File: src/rtl/data_mem_access.sv
// data_mem_access: load/store unit between the datapath and the data bus.
// Runs one req/ack bus transaction per memory instruction and stalls the core.
module data_mem_access #(
    parameter int MAX_WAIT = 16
) (
    input  logic        clk,
    input  logic        reset,
    input  logic        MemRead,
    input  logic        MemWrite,
    input  logic [2:0]  funct3,
    input  logic [31:0] ALUResult,
    input  logic [31:0] WriteData,
    output logic [31:0] ReadData,
    output logic        Stall,
    output logic        AccessErr,
    output logic        BusErr,
    output logic        bus_req,
    output logic        bus_we,
    output logic [31:0] bus_addr,
    output logic [3:0]  bus_be,
    output logic [31:0] bus_wdata,
    input  logic        bus_ack,
    input  logic [31:0] bus_rdata
);

    localparam int CW = $clog2(MAX_WAIT + 1);
    localparam logic [CW-1:0] MAX_CNT = CW'(MAX_WAIT);

    localparam logic [1:0] S_IDLE = 2'd0;
    localparam logic [1:0] S_BUS  = 2'd1;
    localparam logic [1:0] S_DONE = 2'd2;

    logic [1:0]    state_q, state_d;
    logic [CW-1:0] cnt_q, cnt_d;
    logic [1:0]    a_q, a_d;
    logic [2:0]    f3_q, f3_d;
    logic          req_q, req_d;
    logic          we_q, we_d;
    logic [31:0]   addr_q, addr_d;
    logic [3:0]    be_q, be_d;
    logic [31:0]   wdata_q, wdata_d;
    logic [31:0]   rdata_q, rdata_d;
    logic          acc_err_q, acc_err_d;
    logic          bus_err_q, bus_err_d;

    logic          req;
    logic          legal_f3;
    logic          misal;
    logic [3:0]    be_n;
    logic [31:0]   wd_n;
    logic [31:0]   ld_sh;
    logic [31:0]   ld_ext;
    logic [CW-1:0] cnt_inc;

    // Decode the incoming request: legality, alignment, lanes and store data
    always_comb begin
        req = MemRead | MemWrite;
        if (MemWrite) begin
            legal_f3 = (funct3 == 3'b000) || (funct3 == 3'b001) ||
                       (funct3 == 3'b010);
        end else begin
            legal_f3 = (funct3 == 3'b000) || (funct3 == 3'b001) ||
                       (funct3 == 3'b010) || (funct3 == 3'b100) ||
                       (funct3 == 3'b101);
        end
        misal = ((funct3[1:0] == 2'b01) && ALUResult[0]) ||
                ((funct3[1:0] == 2'b10) && (ALUResult[1:0] != 2'b00));
        case (funct3[1:0])
            2'b00: begin
                be_n = 4'b0001 << ALUResult[1:0];
                wd_n = {4{WriteData[7:0]}};
            end
            2'b01: begin
                be_n = 4'b0011 << {ALUResult[1], 1'b0};
                wd_n = {2{WriteData[15:0]}};
            end
            default: begin
                be_n = 4'b1111;
                wd_n = WriteData;
            end
        endcase
    end

    // Align the returned word to the accessed lane and extend it
    always_comb begin
        ld_sh = bus_rdata >> {a_q, 3'b000};
        case (f3_q)
            3'b000:  ld_ext = {{24{ld_sh[7]}}, ld_sh[7:0]};
            3'b001:  ld_ext = {{16{ld_sh[15]}}, ld_sh[15:0]};
            3'b100:  ld_ext = {24'd0, ld_sh[7:0]};
            3'b101:  ld_ext = {16'd0, ld_sh[15:0]};
            default: ld_ext = ld_sh;
        endcase
    end

    // Stall covers the request cycle in IDLE and every BUS cycle
    always_comb begin
        case (state_q)
            S_IDLE:  Stall = req;
            S_BUS:   Stall = 1'b1;
            default: Stall = 1'b0;
        endcase
    end

    // Transaction sequencing; error flags are cleared unless set this cycle
    always_comb begin
        state_d   = state_q;
        cnt_d     = cnt_q;
        a_d       = a_q;
        f3_d      = f3_q;
        req_d     = req_q;
        we_d      = we_q;
        addr_d    = addr_q;
        be_d      = be_q;
        wdata_d   = wdata_q;
        rdata_d   = rdata_q;
        acc_err_d = 1'b0;
        bus_err_d = 1'b0;
        cnt_inc   = cnt_q + CW'(1);
        case (state_q)
            S_IDLE: begin
                if (req) begin
                    a_d  = ALUResult[1:0];
                    f3_d = funct3;
                    if (legal_f3 && !misal) begin
                        state_d = S_BUS;
                        cnt_d   = '0;
                        req_d   = 1'b1;
                        we_d    = MemWrite;
                        addr_d  = {ALUResult[31:2], 2'b00};
                        be_d    = be_n;
                        wdata_d = wd_n;
                    end else begin
                        state_d   = S_DONE;
                        acc_err_d = 1'b1;
                        rdata_d   = '0;
                    end
                end
            end
            S_BUS: begin
                if (bus_ack) begin
                    state_d = S_DONE;
                    req_d   = 1'b0;
                    if (!we_q) rdata_d = ld_ext;
                end else begin
                    cnt_d = cnt_inc;
                    if (cnt_inc == MAX_CNT) begin
                        state_d   = S_DONE;
                        req_d     = 1'b0;
                        bus_err_d = 1'b1;
                        rdata_d   = '0;
                    end
                end
            end
            default: begin
                state_d = S_IDLE;
            end
        endcase
    end

    // State registers with synchronous active-low reset
    always_ff @(posedge clk) begin
        if (!reset) begin
            state_q   <= S_IDLE;
            cnt_q     <= '0;
            a_q       <= '0;
            f3_q      <= '0;
            req_q     <= 1'b0;
            we_q      <= 1'b0;
            addr_q    <= '0;
            be_q      <= '0;
            wdata_q   <= '0;
            rdata_q   <= '0;
            acc_err_q <= 1'b0;
            bus_err_q <= 1'b0;
        end else begin
            state_q   <= state_d;
            cnt_q     <= cnt_d;
            a_q       <= a_d;
            f3_q      <= f3_d;
            req_q     <= req_d;
            we_q      <= we_d;
            addr_q    <= addr_d;
            be_q      <= be_d;
            wdata_q   <= wdata_d;
            rdata_q   <= rdata_d;
            acc_err_q <= acc_err_d;
            bus_err_q <= bus_err_d;
        end
    end

    assign ReadData  = rdata_q;
    assign AccessErr = acc_err_q;
    assign BusErr    = bus_err_q;
    assign bus_req   = req_q;
    assign bus_we    = we_q;
    assign bus_addr  = addr_q;
    assign bus_be    = be_q;
    assign bus_wdata = wdata_q;

endmodule

File: config.mk
export PLATFORM = sky130hd
export DESIGN_NAME = data_mem_access
export DESIGN_NICKNAME = d
export VERILOG_FILES = /design/src/rtl/data_mem_access.sv
export SDC_FILE = /design/constraint.sdc
export NUM_CORES = 1
export LEC_CHECK = 0
export CAP_MARGIN = 20
export CORE_MARGIN = 3
export CORE_UTILIZATION = 32
export DETAILED_ROUTE_END_ITERATION = 8
export HOLD_SLACK_MARGIN = 0.15
export PLACE_DENSITY = 0.72
export SYNTH_ARGS = -nofsm -noshare
export SYNTH_HDL_FRONTEND = slang
export SYNTH_SLANG_ARGS = --single-unit
File: constraint.sdc
create_clock -name clk -period 2.5 [get_ports clk]
set_input_delay 0.25 -clock clk [delete_from_list [all_inputs] [get_ports clk]]
set_output_delay 0.25 -clock clk [all_outputs]
set_load 0.03 [all_outputs]
==> impl_metrics.yaml <==
status:
  status: "finished clean"
sta:
  relSlewSlack_pct: 38.6
  fmax_ghz: 0.461
  fin_crit_ns: 2.17
  skew_ns: 0.00443
  rsz0062_at_grt: "false"
  slew_viol_final: 0
  fin_hold_ws_ns: 0.386
  tns_ns: 0
  period_share_pct: 86.8
  tightestPinTransition_ns: 0.917
  hold_viol: 0
  setup_violations: 0
clocking:
  cts_tree: "done"
  cts_max_path_buffers: 2
  postCtsSetupRepairBufs: 0
  clkLatencyLatePin_ns: 0.41
  cts_root_buf: "clkbuf_16"
  holdBufCountCts: 0
  htreeDepth: 4
  clkSlewWorstSetupHoldPaths_ns: 0.05
  clkSinkCount: 114
  cts_resized: 0
  numCtsBuffers: 17
setup_path:
  ff2ff_setup_slack_ns: 0.33
  worst_r2r_endpoint: "ReadData[26]"
  cp_max_fo: 16
  critPathCaptureType: "flop"
  start_kind: "flop"
  worst-setup-path-type: "reg2reg"
  max_stage_delay_ns: 0.77
  crit_buf_inv: 0
  cp.required_ns: 2.85
  crit_slowest_cell: "nor4b_4"
  path_delay_family: "simple AND/OR/NAND/NOR gates"
  r2r_start: "a_q[0]"
  crit_chain: "mux4_2 -> nor2_1 -> a21oi_1 -> nor4b_4 -> a221o_1"
  worstPathArrival_ns: 2.52
  reg2reg_depth: 5
logic_synthesis:
  yosysUniqueCellTypes: 43
  ys.flop_type: "dfxtp_1"
  postSynthAreaPerCell_um2: 8.69
  synth_edf_count: 0
  ys_seq_area_share_pct: 46.1
  ys_warn_count: 0
  syn_area_um2: 4950
  synthCells: 570
  synth-async-reset-ratio_pct: 0
  ys_seq_elements: 114
finish:
  mostFrequentLayoutCells: "clkdlybuf4s50_1, nand2_1, dfxtp_1"
  nNetsFinal: 877
  areaGrowthSynthToFinish_pct: 58.4
  antenna_cells: 0
  drive_gt1_share_pct: 8.92
  layout_commonest_cell: "clkdlybuf4s50_1"
min_path:
  hold_class: "in2reg"
  min_from: "ALUResult[2]"
  min_path_cells: 3
  min_to: "bus_addr[2]"
floorplan:
  die_area_um2: 17000
  core.rowCount: 44
  core-area_um2: 14900
  die_h_um: 130
  die_x_um: 130
  start_util_pct: 33.3
  io_pins: 209
placement:
  io_buffer_count: 206
  hpwl_um: 11400
  gp_congestion: 0.875
drt:
  via_count: 4872
  routed_wl_um: 16100
  ant_nets: 0
  drt-vias-per-instance: 5.03
  drc: 0
  post_drt_wl_per_cell_um: 16.6
  drt_iter0_drc: 235
  dr.pass1.iters: 5
global_route:
  grt_antenna_before_repair: 0
  grt-ovfl-total: 0
  grt_first_pass_wirelength_um: 25200
  grt_max_degree: 78
  track_usage_pct: 18.9
  first_global_vias: 4709
pwr:
  leakage_nw: 2.91
  powerDensity_nw_per_um2: 705
  vdd_ir_drop_max_mv: 0.443
  p_total_mw: 5.54
flow_run:
  cap_violations: 0
## kinds of logic after synthesis
kind of cell | count (synthesis) | share of synthesized area, %
other | 1 | 0.0757
and+or+nand+nor | 197 | 17.1
adders and majority gates | 1 | 0.252
DFF | 114 | 46.1
buffers and inverters | 49 | 4.42
muxes | 54 | 11.4
AOI/OAI and AO/OA | 154 | 20.7
## synthesized netlist by cell type (2+ instances only)
cell type	n	share of area [%]
a211oi_1	11	1.7
a21oi_1	62	6.3
a221o_1	17	3.4
a22o_1	7	1.2
a311oi_1	10	1.8
a31oi_1	2	0.25
and2_1	2	0.25
and3_1	3	0.38
buf_1	3	0.23
buf_2	10	1.0
buf_4	6	0.91
clkbuf_1	26	2.0
dfxtp_1	114	46
inv_1	2	0.15
mux2_2	9	2.0
mux2i_1	44	8.9
nand2_1	130	9.8
nand2b_1	5	0.63
nand3_1	4	0.40
nor2_1	39	3.0
nor2b_1	5	0.63
o211ai_1	14	2.1
o21a_1	3	0.45
o21ai_0	23	2.3
## report_power, final
group	leakage (nW)	total (mW)	internal [mW]	switching (mW)
Sequential	0.928	1.99	1.92	0.0723
Clock	0.292	2.46	1.61	0.850
Combinational	1.69	1.09	0.505	0.581
Total	2.91	5.54	4.03	1.50
## worst max path at each step
| stage | from | endpoint | slack, ns | cells past startpoint |
|---|---|---|---|---|
| floorplan | state_q[1] | ReadData[24] | 0.59 | 8 |
| global placement | funct3[2] | bus_addr[5] | 0.06 | 7 |
| detailed placement | funct3[2] | bus_addr[7] | 0.02 | 7 |
| CTS | a_q[0] | ReadData[26] | 0.34 | 5 |
| global route | a_q[0] | ReadData[31] | 0.11 | 5 |
| finish | a_q[0] | ReadData[26] | 0.33 | 5 |
## worst reg2reg max path: stages, from the launching register on
cell     delay [ns]
dfxtp_1        0.59
mux4_2         0.35
nor2_1         0.05
a21oi_1        0.13
nor4b_4        0.77
a221o_1        0.22
## cell type report
type	count	area, um^2
fillers	1388	7010
multi-input cells	408	2460
flip-flops and latches	114	2280
repair buffers	227	2270
clock buffers	21	460
well taps	184	230
clock inverters	11	135
inverters	4	15.0
## flip-flops by register name, summed over array words and instances (netlist names), 2 cells and up
| name | flops |
|---|---|
| a_q | 2 |
| bus_addr | 30 |
| ReadData | 32 |
| cnt_q | 5 |
| bus_wdata | 32 |
| f3_q | 3 |
| state_q | 2 |
| bus_be | 4 |
## stage by stage
stage,util [%],area [um^2],setup WS [ns],instances
floorplan,-,4960,0.587,571
global placement,48.8,7250,0.0560,937
detailed placement,48.8,7250,0.0180,937
CTS,52.8,7850,0.336,969
global route,52.8,7850,0.111,969
finish,52.8,7850,0.331,969
## per-layer routing
layer	GRT usage [%]	wire length, um	vias up
met5	0	0	-
met4	6.72	293	0
met3	8.90	1800	27
met2	29.1	7120	236
met1	23.2	6900	2195
li1	-	-	2414
(Power assumes the default switching activity.)
